--- src/rtl/wb_arb_if.sv ---
// Result types and the source/write-back bundle for the write-back arbiter.
// The 'slave' modport is the arbiter side and 'master' is the FU/consumer side.
package wb_arb_pkg;
    localparam int NR_WB_PORTS = 2;
    localparam int ID_W        = 4;

    typedef struct packed {
        logic [ID_W-1:0] id;
        logic [31:0]     result;
    } fu_output_t;

    typedef struct packed {
        logic [ID_W-1:0] id;
        logic            valid;
    } completion_port_t;
endpackage

interface wb_arb_if
    import wb_arb_pkg::*;
#(
    parameter int NB_SRC   = 3,
    parameter int NR_PORTS = NR_WB_PORTS
);
    fu_output_t       src_i        [NB_SRC];
    logic [NB_SRC-1:0] src_valid_i;
    logic [NB_SRC-1:0] src_ready_o;
    fu_output_t       wb_o         [NR_PORTS];
    logic [NR_PORTS-1:0] wb_valid_o;
    completion_port_t completion_o [NR_PORTS];

    modport master (
        output src_i, src_valid_i,
        input  src_ready_o, wb_o, wb_valid_o, completion_o
    );

    modport slave (
        input  src_i, src_valid_i,
        output src_ready_o, wb_o, wb_valid_o, completion_o
    );
endinterface

--- src/rtl/wb_arb.sv ---
// Per-source result FIFOs granted round-robin onto NR_PORTS write-back ports; accept->writeback 1 cycle,
// ready = FIFO not full, no back-pressure on write-back. WB_ARB_BYPASS_EN enables 0-cycle bypass of empty FIFOs.
module wb_arb
    import wb_arb_pkg::*;
#(
    parameter int NB_SRC   = 3,
    parameter int DEPTH    = 2,
    parameter int NR_PORTS = NR_WB_PORTS
) (
    input  logic     clk,
    input  logic     rstn,
    input  logic     flush_i,
    wb_arb_if.slave  bus
);
    localparam int CW = $clog2(DEPTH + 1);
    localparam int PW = (DEPTH > 1) ? $clog2(DEPTH) : 1;
    localparam int SW = (NB_SRC > 1) ? $clog2(NB_SRC) : 1;

    fu_output_t    mem    [NB_SRC][DEPTH];
    logic [PW-1:0] rd_ptr [NB_SRC];
    logic [PW-1:0] wr_ptr [NB_SRC];
    logic [CW-1:0] cnt    [NB_SRC];
    logic [SW-1:0] rr;

    logic [NB_SRC-1:0]   req, gnt, ready, push, pop, byp;
    fu_output_t          head [NB_SRC];
    fu_output_t          wb   [NR_PORTS];
    logic [NR_PORTS-1:0] wbv;
    logic [SW-1:0]       rr_nxt;

    function automatic logic [PW-1:0] ptr_inc(input logic [PW-1:0] p);
        return (p == PW'(DEPTH - 1)) ? '0 : p + 1'b1;
    endfunction

    always_comb begin
        for (int s = 0; s < NB_SRC; s++) begin
            ready[s] = (cnt[s] < CW'(DEPTH));
`ifdef WB_ARB_BYPASS_EN
            byp[s]  = (cnt[s] == '0) && bus.src_valid_i[s];
            head[s] = byp[s] ? bus.src_i[s] : mem[s][rd_ptr[s]];
`else
            byp[s]  = 1'b0;
            head[s] = mem[s][rd_ptr[s]];
`endif
            req[s]  = (cnt[s] != '0) || byp[s];
        end
    end

    // Scan from rr; granted sources fill ports 0,1,... in scan order.
    always_comb begin
        int            n;
        logic [SW-1:0] idx;
        n      = 0;
        idx    = '0;
        gnt    = '0;
        wbv    = '0;
        rr_nxt = rr;
        for (int p = 0; p < NR_PORTS; p++) wb[p] = '0;
        for (int k = 0; k < NB_SRC; k++) begin
            idx = SW'((int'(rr) + k) % NB_SRC);
            if (req[idx] && (n < NR_PORTS)) begin
                gnt[idx] = 1'b1;
                for (int p = 0; p < NR_PORTS; p++) begin
                    if (p == n) begin
                        wb[p]  = head[idx];
                        wbv[p] = 1'b1;
                    end
                end
                rr_nxt = SW'((int'(idx) + 1) % NB_SRC);
                n      = n + 1;
            end
        end
    end

    // A bypassed grant is neither stored nor popped.
    always_comb begin
        for (int s = 0; s < NB_SRC; s++) begin
            push[s] = bus.src_valid_i[s] && ready[s] && !(byp[s] && gnt[s]);
            pop[s]  = gnt[s] && !byp[s];
        end
    end

    always_ff @(posedge clk or negedge rstn) begin
        if (!rstn) begin
            rr <= '0;
            for (int s = 0; s < NB_SRC; s++) begin
                cnt[s]    <= '0;
                rd_ptr[s] <= '0;
                wr_ptr[s] <= '0;
            end
        end else if (flush_i) begin
            rr <= '0;
            for (int s = 0; s < NB_SRC; s++) begin
                cnt[s]    <= '0;
                rd_ptr[s] <= '0;
                wr_ptr[s] <= '0;
            end
        end else begin
            rr <= rr_nxt;
            for (int s = 0; s < NB_SRC; s++) begin
                if (push[s]) wr_ptr[s] <= ptr_inc(wr_ptr[s]);
                if (pop[s])  rd_ptr[s] <= ptr_inc(rd_ptr[s]);
                if (push[s] && !pop[s])      cnt[s] <= cnt[s] + 1'b1;
                else if (pop[s] && !push[s]) cnt[s] <= cnt[s] - 1'b1;
            end
        end
    end

    always_ff @(posedge clk) begin
        for (int s = 0; s < NB_SRC; s++) begin
            if (push[s]) mem[s][wr_ptr[s]] <= bus.src_i[s];
        end
    end

    assign bus.src_ready_o = ready;
    assign bus.wb_valid_o  = wbv;

    for (genvar p = 0; p < NR_PORTS; p++) begin : g_port
        assign bus.wb_o[p]               = wb[p];
        assign bus.completion_o[p].id    = wb[p].id;
        assign bus.completion_o[p].valid = wbv[p];
    end
endmodule
--- src/flat_wrapper.sv ---
// flat-port wrapper written by rule: the top's interface ports become plain ports
module wb_arb_flat import wb_arb_pkg::*;
#(
    parameter int NB_SRC   = 3,
    parameter int DEPTH    = 2,
    parameter int NR_PORTS = NR_WB_PORTS
)
  (clk, rstn, flush_i, bus_src_i, bus_src_valid_i, bus_src_ready_o, bus_wb_o, bus_wb_valid_o, bus_completion_o);
  wb_arb_if #(.NB_SRC(NB_SRC), .NR_PORTS(NR_PORTS)) bus_i ();
  input  logic clk;
  input  logic rstn;
  input  logic flush_i;
  input wire logic [$bits(bus_i.src_i)-1:0] bus_src_i;
  input wire logic [$bits(bus_i.src_valid_i)-1:0] bus_src_valid_i;
  output wire logic [$bits(bus_i.src_ready_o)-1:0] bus_src_ready_o;
  output wire logic [$bits(bus_i.wb_o)-1:0] bus_wb_o;
  output wire logic [$bits(bus_i.wb_valid_o)-1:0] bus_wb_valid_o;
  output wire logic [$bits(bus_i.completion_o)-1:0] bus_completion_o;
  assign bus_i.src_i = {>>{bus_src_i}};
  assign bus_i.src_valid_i = bus_src_valid_i;
  assign bus_src_ready_o = bus_i.src_ready_o;
  assign bus_wb_o = {>>{bus_i.wb_o}};
  assign bus_wb_valid_o = bus_i.wb_valid_o;
  assign bus_completion_o = {>>{bus_i.completion_o}};
  wb_arb #(.NB_SRC(NB_SRC), .DEPTH(DEPTH), .NR_PORTS(NR_PORTS)) u_core (.clk(clk), .rstn(rstn), .flush_i(flush_i), .bus(bus_i));
endmodule
--- config.mk ---
export PLATFORM = sky130hd
export DESIGN_NAME = wb_arb_flat
export DESIGN_NICKNAME = d
export VERILOG_FILES = /design/src/rtl/wb_arb_if.sv /design/src/rtl/wb_arb.sv /design/src/flat_wrapper.sv
export SDC_FILE = /design/constraint.sdc
export NUM_CORES = 1
export LEC_CHECK = 0
export CAP_MARGIN = 20
export CORE_MARGIN = 5
export CORE_UTILIZATION = 54
export DETAILED_ROUTE_END_ITERATION = 8
export PLACE_DENSITY = 0.86
export SLEW_MARGIN = 10
export SYNTH_ARGS = -nofsm -noshare
export SYNTH_HDL_FRONTEND = slang
export SYNTH_SLANG_ARGS = --single-unit
--- constraint.sdc ---
create_clock -name clk -period 3.96 [get_ports clk]
set_clock_uncertainty 0.15 [all_clocks]
set_input_delay 0.594 -clock clk [delete_from_list [all_inputs] [get_ports clk]]
set_output_delay 0.594 -clock clk [all_outputs]
set_load 0.05 [all_outputs]
# Word-level counts from Yosys, hierarchy flattened
# Memory sizes are Yosys's and may differ from the RTL's.
# Index checks and enable logic that the tools add are counted.
[op_classes]
add_sub_neg = 18
n_div = 6
order_cmp = 23
n_eq_ne = 2
n_mux = 86
bitwise = 11
n_reduce_logical = 38
[ops]
columns = ["operator", "count"]
rows = [
  ["36-bit 2-to-1 mux", 23],
  ["72-bit 2-to-1 mux", 5],
  ["36-bit binary-select mux with 2-bit select", 3],
  ["32-bit by 3-bit remainder unit with 32-bit output, second input constant", 5],
  ["36-bit demux with 1-bit select", 3],
  ["32-bit logical NOT", 2],
  ["2-bit by 32-bit == test with 1-bit output, first input constant", 1],
  ["32-bit by 3-bit less-than comparator with 1-bit output, second input constant", 1],
  ["3-bit by 3-bit remainder unit with 32-bit output, second input constant", 1],
  ["32-bit 2-to-1 mux", 1],
  ["1-bit 2-to-1 mux", 27],
  ["2-bit 2-to-1 mux", 12],
  ["2-bit nonzero test", 9],
  ["1-bit logical AND", 17],
  ["3-bit 2-to-1 mux", 5],
  ["2-bit by 1-bit adder with 3-bit output, second input constant", 4],
  ["2-bit >= comparator, second input constant", 6],
  ["1-bit inverter with 2-bit output", 6],
  ["3-bit >= comparator, second input constant", 3],
  ["2-bit by 3-bit less-than comparator with 1-bit output, second input constant", 3],
  ["2-bit inverter with 3-bit output", 3],
  ["3-bit nonzero test", 3],
  ["1-bit adder, second input constant", 6],
  ["2-bit by 1-bit adder with 2-bit output, second input constant", 3],
  ["14 further kinds", 32],
]
[word_totals]
register_bits = 14
ramBits = 216
inputBits = 114
output_inout_bits = 87
elab_cells = 195
mem_count = 1
[memory_table]
columns = ["name", "depth", "word_bits", "rd", "rd_clocked_by_memory_dff", "write_ports", "line_no", "rtl"]
rows = [
  ["u_core.mem", 3, 72, 3, 0, 3, "wb_arb.sv:19", "fu_output_t mem [NB_SRC][DEPTH];"],
]

# Depth between registers and ports, before layout
[logic_depth]
ltp_word = 14
depth_mapped = 13
depth_no_buf = 9

# Least setup slack after synthesis
# OpenSTA, ideal clock, no wires.
[synth_path]
kind = "reg2out"
startpoint = "register u_core.rr[0]"
endpoint = "output port bus_wb_o[32]"
t_arrival_ns = 3.358
required_ns = 3.216
setup_slack_ns = -0.142
path_stages_with_launch = 14
path_buffers = 5
cell_sequence = "dfrtp_1 inv_1 ha_1 buf_2 nand2b_1 buf_2 o22ai_2 nor2_4 buf_2 ha_1 nand3b_4 buf_6 o22ai_1 buf_4"
[synth_via]
elab_chain_cells = 10
[synth_rtl]
columns = ["item", "line_no", "rtl"]
rows = [
  ["start, declared", "wb_arb.sv:23", "logic [SW-1:0] rr;"],
  ["start signal, assigned", "wb_arb.sv:99", "rr <= rr_nxt;"],
  ["parallel branches: the longest is 9 deep, another holds 32-bit by 3-bit remainder unit with 32-bit output", "--", ""],
  ["72-bit 2-to-1 mux *", "wb_arb.sv:61", "if (req[idx] && (n < NR_PORTS)) begin"],
  ["end, declared", "flat_wrapper.sv:16", "output wire logic [$bits(bus_i.wb_o)-1:0] bus_wb_o;"],
]
# Every way passes the cells marked *. The select of a mux whose other input is x is not followed.

# Final worst setup path
[layout_path]
startpoint = "register u_core.rr[0]"
endpoint = "output port bus_wb_o[36]"
[layout_via]
elab_chain_cells = 10
[layout_rtl]
columns = ["item", "line_no"]
rows = [
  ["parallel branches: the longest is 9 deep, another holds 32-bit by 3-bit remainder unit with 32-bit output", "--"],
  ["72-bit 2-to-1 mux *", "wb_arb.sv:61"],
]
# Marked as above.

==> impl_metrics.csv <==
group,metric,value,unit
sta,period_share,0.975,
sta,setup_violations,0,
detailed_routing,vias,9765,
yosys,synth-compound-area-share,0.188,
worst_setup_path,cp-start-kind,"flop",
sta,rsz0062_at_grt,"no",
worst_setup_path,path_cells,"inv_1, ha_4, clkbuf_8, o21ai_0, o22a_1, o221ai_1, o31a_1, buf_4",
yosys,synth_simple_gate_area_frac,0.0864,
yosys,yosysTopAreaCell,"edfxtp_1",
clock_network,cts_buffer_depth,3,
layout,final_common_cell,"edfxtp_1",
yosys,synth.area.mux_share,0.0956,
yosys,ys_seq_elements,230,
grt,grt_pass1_wl,56.4,mm
grt,grt_pass1_vias,9993,
yosys,synth_cell_types,54,
clock_network,cts_buffers,24,
placement,io_buffers,200,
floorplan,core_area,21800,um^2
yosys,synth_seq_area_share,0.570,
sta,hold_viol,0,
yosys,syn_nets,1118,
worst_setup_path,path_max_fanout,94,
yosys,synth.top_cell.area_share,0.540,
clock_network,cts_tree,"yes",
detailed_routing,wl,37.4,mm
layout,multi_input_area,4880,um^2
job,cap_violations,0,
status,status,"completed",
placement,pre_cts_ws,-0.0564,ns
clock_network,clock-sinks,230,
grt,grt_max_degree,95,
yosys,yosysWarnings,0,
detailed_routing,antenna_left,0,
detailed_routing,drc,0,
worst_setup_path,cp.arrival,3.12,ns
clock_network,h-tree-depth,1,
floorplan,chipWidth,159,um
sta,maxSlewViolCount,0,
hold_path,hold_path_class,"primary input to async pin",
worst_setup_path,cp_slowest_cell,"clkbuf_8",
layout,nFillCells,1406,
layout,num_antenna_cells,0,
worst_setup_path,cp_num_cells,8,
sta,layout_setup_ws,0.0978,ns
clock_network,root_buffer,"clkbuf_16",
worst_setup_path,setup.worst_path.class,"flop to primary output",
layout,layout-drive-gt1-share,0.220,
detailed_routing,detail_route.first_pass.iterations,6,
layout,syn2layout_area_growth,31.9,%
worst_setup_path,crit_family,"compound AO/OA/AOI/OAI gates",
yosys,synth_top_family_by_area,"compound AO/OA/AOI/OAI gates",
yosys,yosys-top-cells-area,"edfxtp_1, mux2i_1, nor2_1, a211oi_1, mux2_2",
floorplan,die_area,25300,um^2
grt,antenna_found_initial,1,
layout,final_cell_mix,"edfxtp_1, nor2_1, clkdlybuf4s50_1",
yosys,syn_area_per_cell,12.0,um^2
worst_setup_path,critPathMaxStageDelay,0.50,ns
grt,grt.overflow.total,0,
grt,grt_usage,0.277,
detailed_routing,wl_per_cell,25.3,um
floorplan,rows,54,
clock_network,clkTransAtPathRegs,0.06,ns
floorplan,io_pins,201,
clock_network,insertion_delay,0.51,ns
yosys,synthAdderAreaFrac,0.00625,
yosys,synth.cell_area,12000,um^2
sta,worst_slew_pin_slew,0.740,ns
layout,seqCellArea,6840,um^2
layout,fin_nets,1302,
detailed_routing,via_per_inst,6.60,
placement,routabilityCongestion,0.900,
placement,place_area,14500,um^2
worst_setup_path,critPathRequiredTime,3.22,ns
layout,final_cell_area,15800,um^2
worst_setup_path,crit_buf_inv,3,
placement,hpwlAfterDp,23.2,mm
floorplan,start_util,0.550,
clock_network,holdBufCountCts,0,
floorplan,die_y,159,um
yosys,syn_inst,998,
sta,maxSlewHeadroom,0.505,
sta,fmax,259,MHz
detailed_routing,drtIter0Drc,1186,
yosys,synth_xor_area_frac,0.00876,
worst_setup_path,worst_setup_path_end_kind,"primary output",
worst_setup_path,reg2regPathDepth,10,
sta,min_period,3.86,ns
==> final timing paths <==
check / startpoint / to / slack (ns)
max: u_core.rr[0] / bus_wb_o[36] / 0.1
min: rstn / u_core.cnt[3] / 0.37
max reg2reg: u_core.rr[1] / u_core.cnt[1] / 1.13
min reg2reg: u_core.wr_ptr[1] / u_core.wr_ptr[1] / 0.48
max in group asynchronous: rstn / u_core.rd_ptr[0] / 2.77
min in group clk: u_core.wr_ptr[1] / u_core.wr_ptr[1] / 0.48
==> layout make-up <==
cell class | count | area share
clock buffers | 28 | 0.0402
flip-flops and latches | 230 | 0.432
clock inverters | 16 | 0.0142
multi-input cells | 667 | 0.308
inverters | 10 | 0.00237
repair buffers | 249 | 0.181
well taps | 280 | 0.0221
==> timing repair <==
item / in CTS / in global routing
gates resized for setup: 28 / 10
pin swaps: 2 / 0
setup endpoints to repair: 71 / 71
setup buffers: 10 / 12
gates cloned: 1 / 0
==> flip-flops by register name, indices dropped and copies added (netlist names) <==
name,flops
u_core.rr,2
u_core.cnt,6
u_core.mem,216
u_core.wr_ptr,3
u_core.rd_ptr,3
==> worst register-to-register path, stage by stage (launching register included) <==
cell	delay (ns)
dfrtp_1	0.42
inv_1	0.11
ha_4	0.22
buf_12	0.17
o21ai_0	0.15
o22ai_2	0.16
nor2_4	0.17
buf_4	0.52
o21ai_2	0.24
or2_1	0.28
a31oi_1	0.14
==> cells by family after synthesis <==
kind of cell / Yosys count
AO/OA/AOI/OAI: 298
XOR/XNOR: 12
adder cells (fa/ha/maj): 6
buffers and inverters: 102
flip-flops: 230
multiplexers: 110
AND/OR/NAND/NOR: 240
==> synthesized netlist by cell type, drive strengths merged <==
master	n
a21oi	9
xnor2	10
edfxtp	216
or2	4
inv	10
mux2i	73
nor4	1
o211ai	1
a31oi	3
o22a	35
nor3b	2
dfrtp	14
mux2	37
nand2b	3
ha	6
o22ai	39
a22oi	1
a32oi	2
a211o	1
nand2	45
nor2	168
a211oi	80
nor3	3
o21ba	1
o31a	34
o32ai	1
nand3	1
buf	62
o21ai	48
a21o	4
o221ai	38
clkbuf	30
o21bai	1
xor2	2
nor4b	1
nor2b	7
and2	4
nand3b	1
==> per-layer routing <==
layer  vias up  track usage  part of all wire
li1       4243            -                 -
met1      4673        0.354              0.37
met2       701        0.463              0.48
met3       146       0.0619              0.11
met4         2        0.108             0.041
met5         -            0           0.00035
==> through the flow <==
step	setup TNS [ns]	hold WS, ns	cells	util
2_1_floorplan	-0.694	0.148	998	-
3_3_place_gp	0	0.443	1412	0.665
3_5_place_dp	-0.243	0.461	1413	0.666
4_1_cts	0	0.357	1468	0.718
5_1_grt	0	0.413	1480	0.725
6_report	0	0.372	1480	0.725
Power is not shown: default switching activity piles up to over one toggle a cycle in this logic, so the estimate is an artifact.
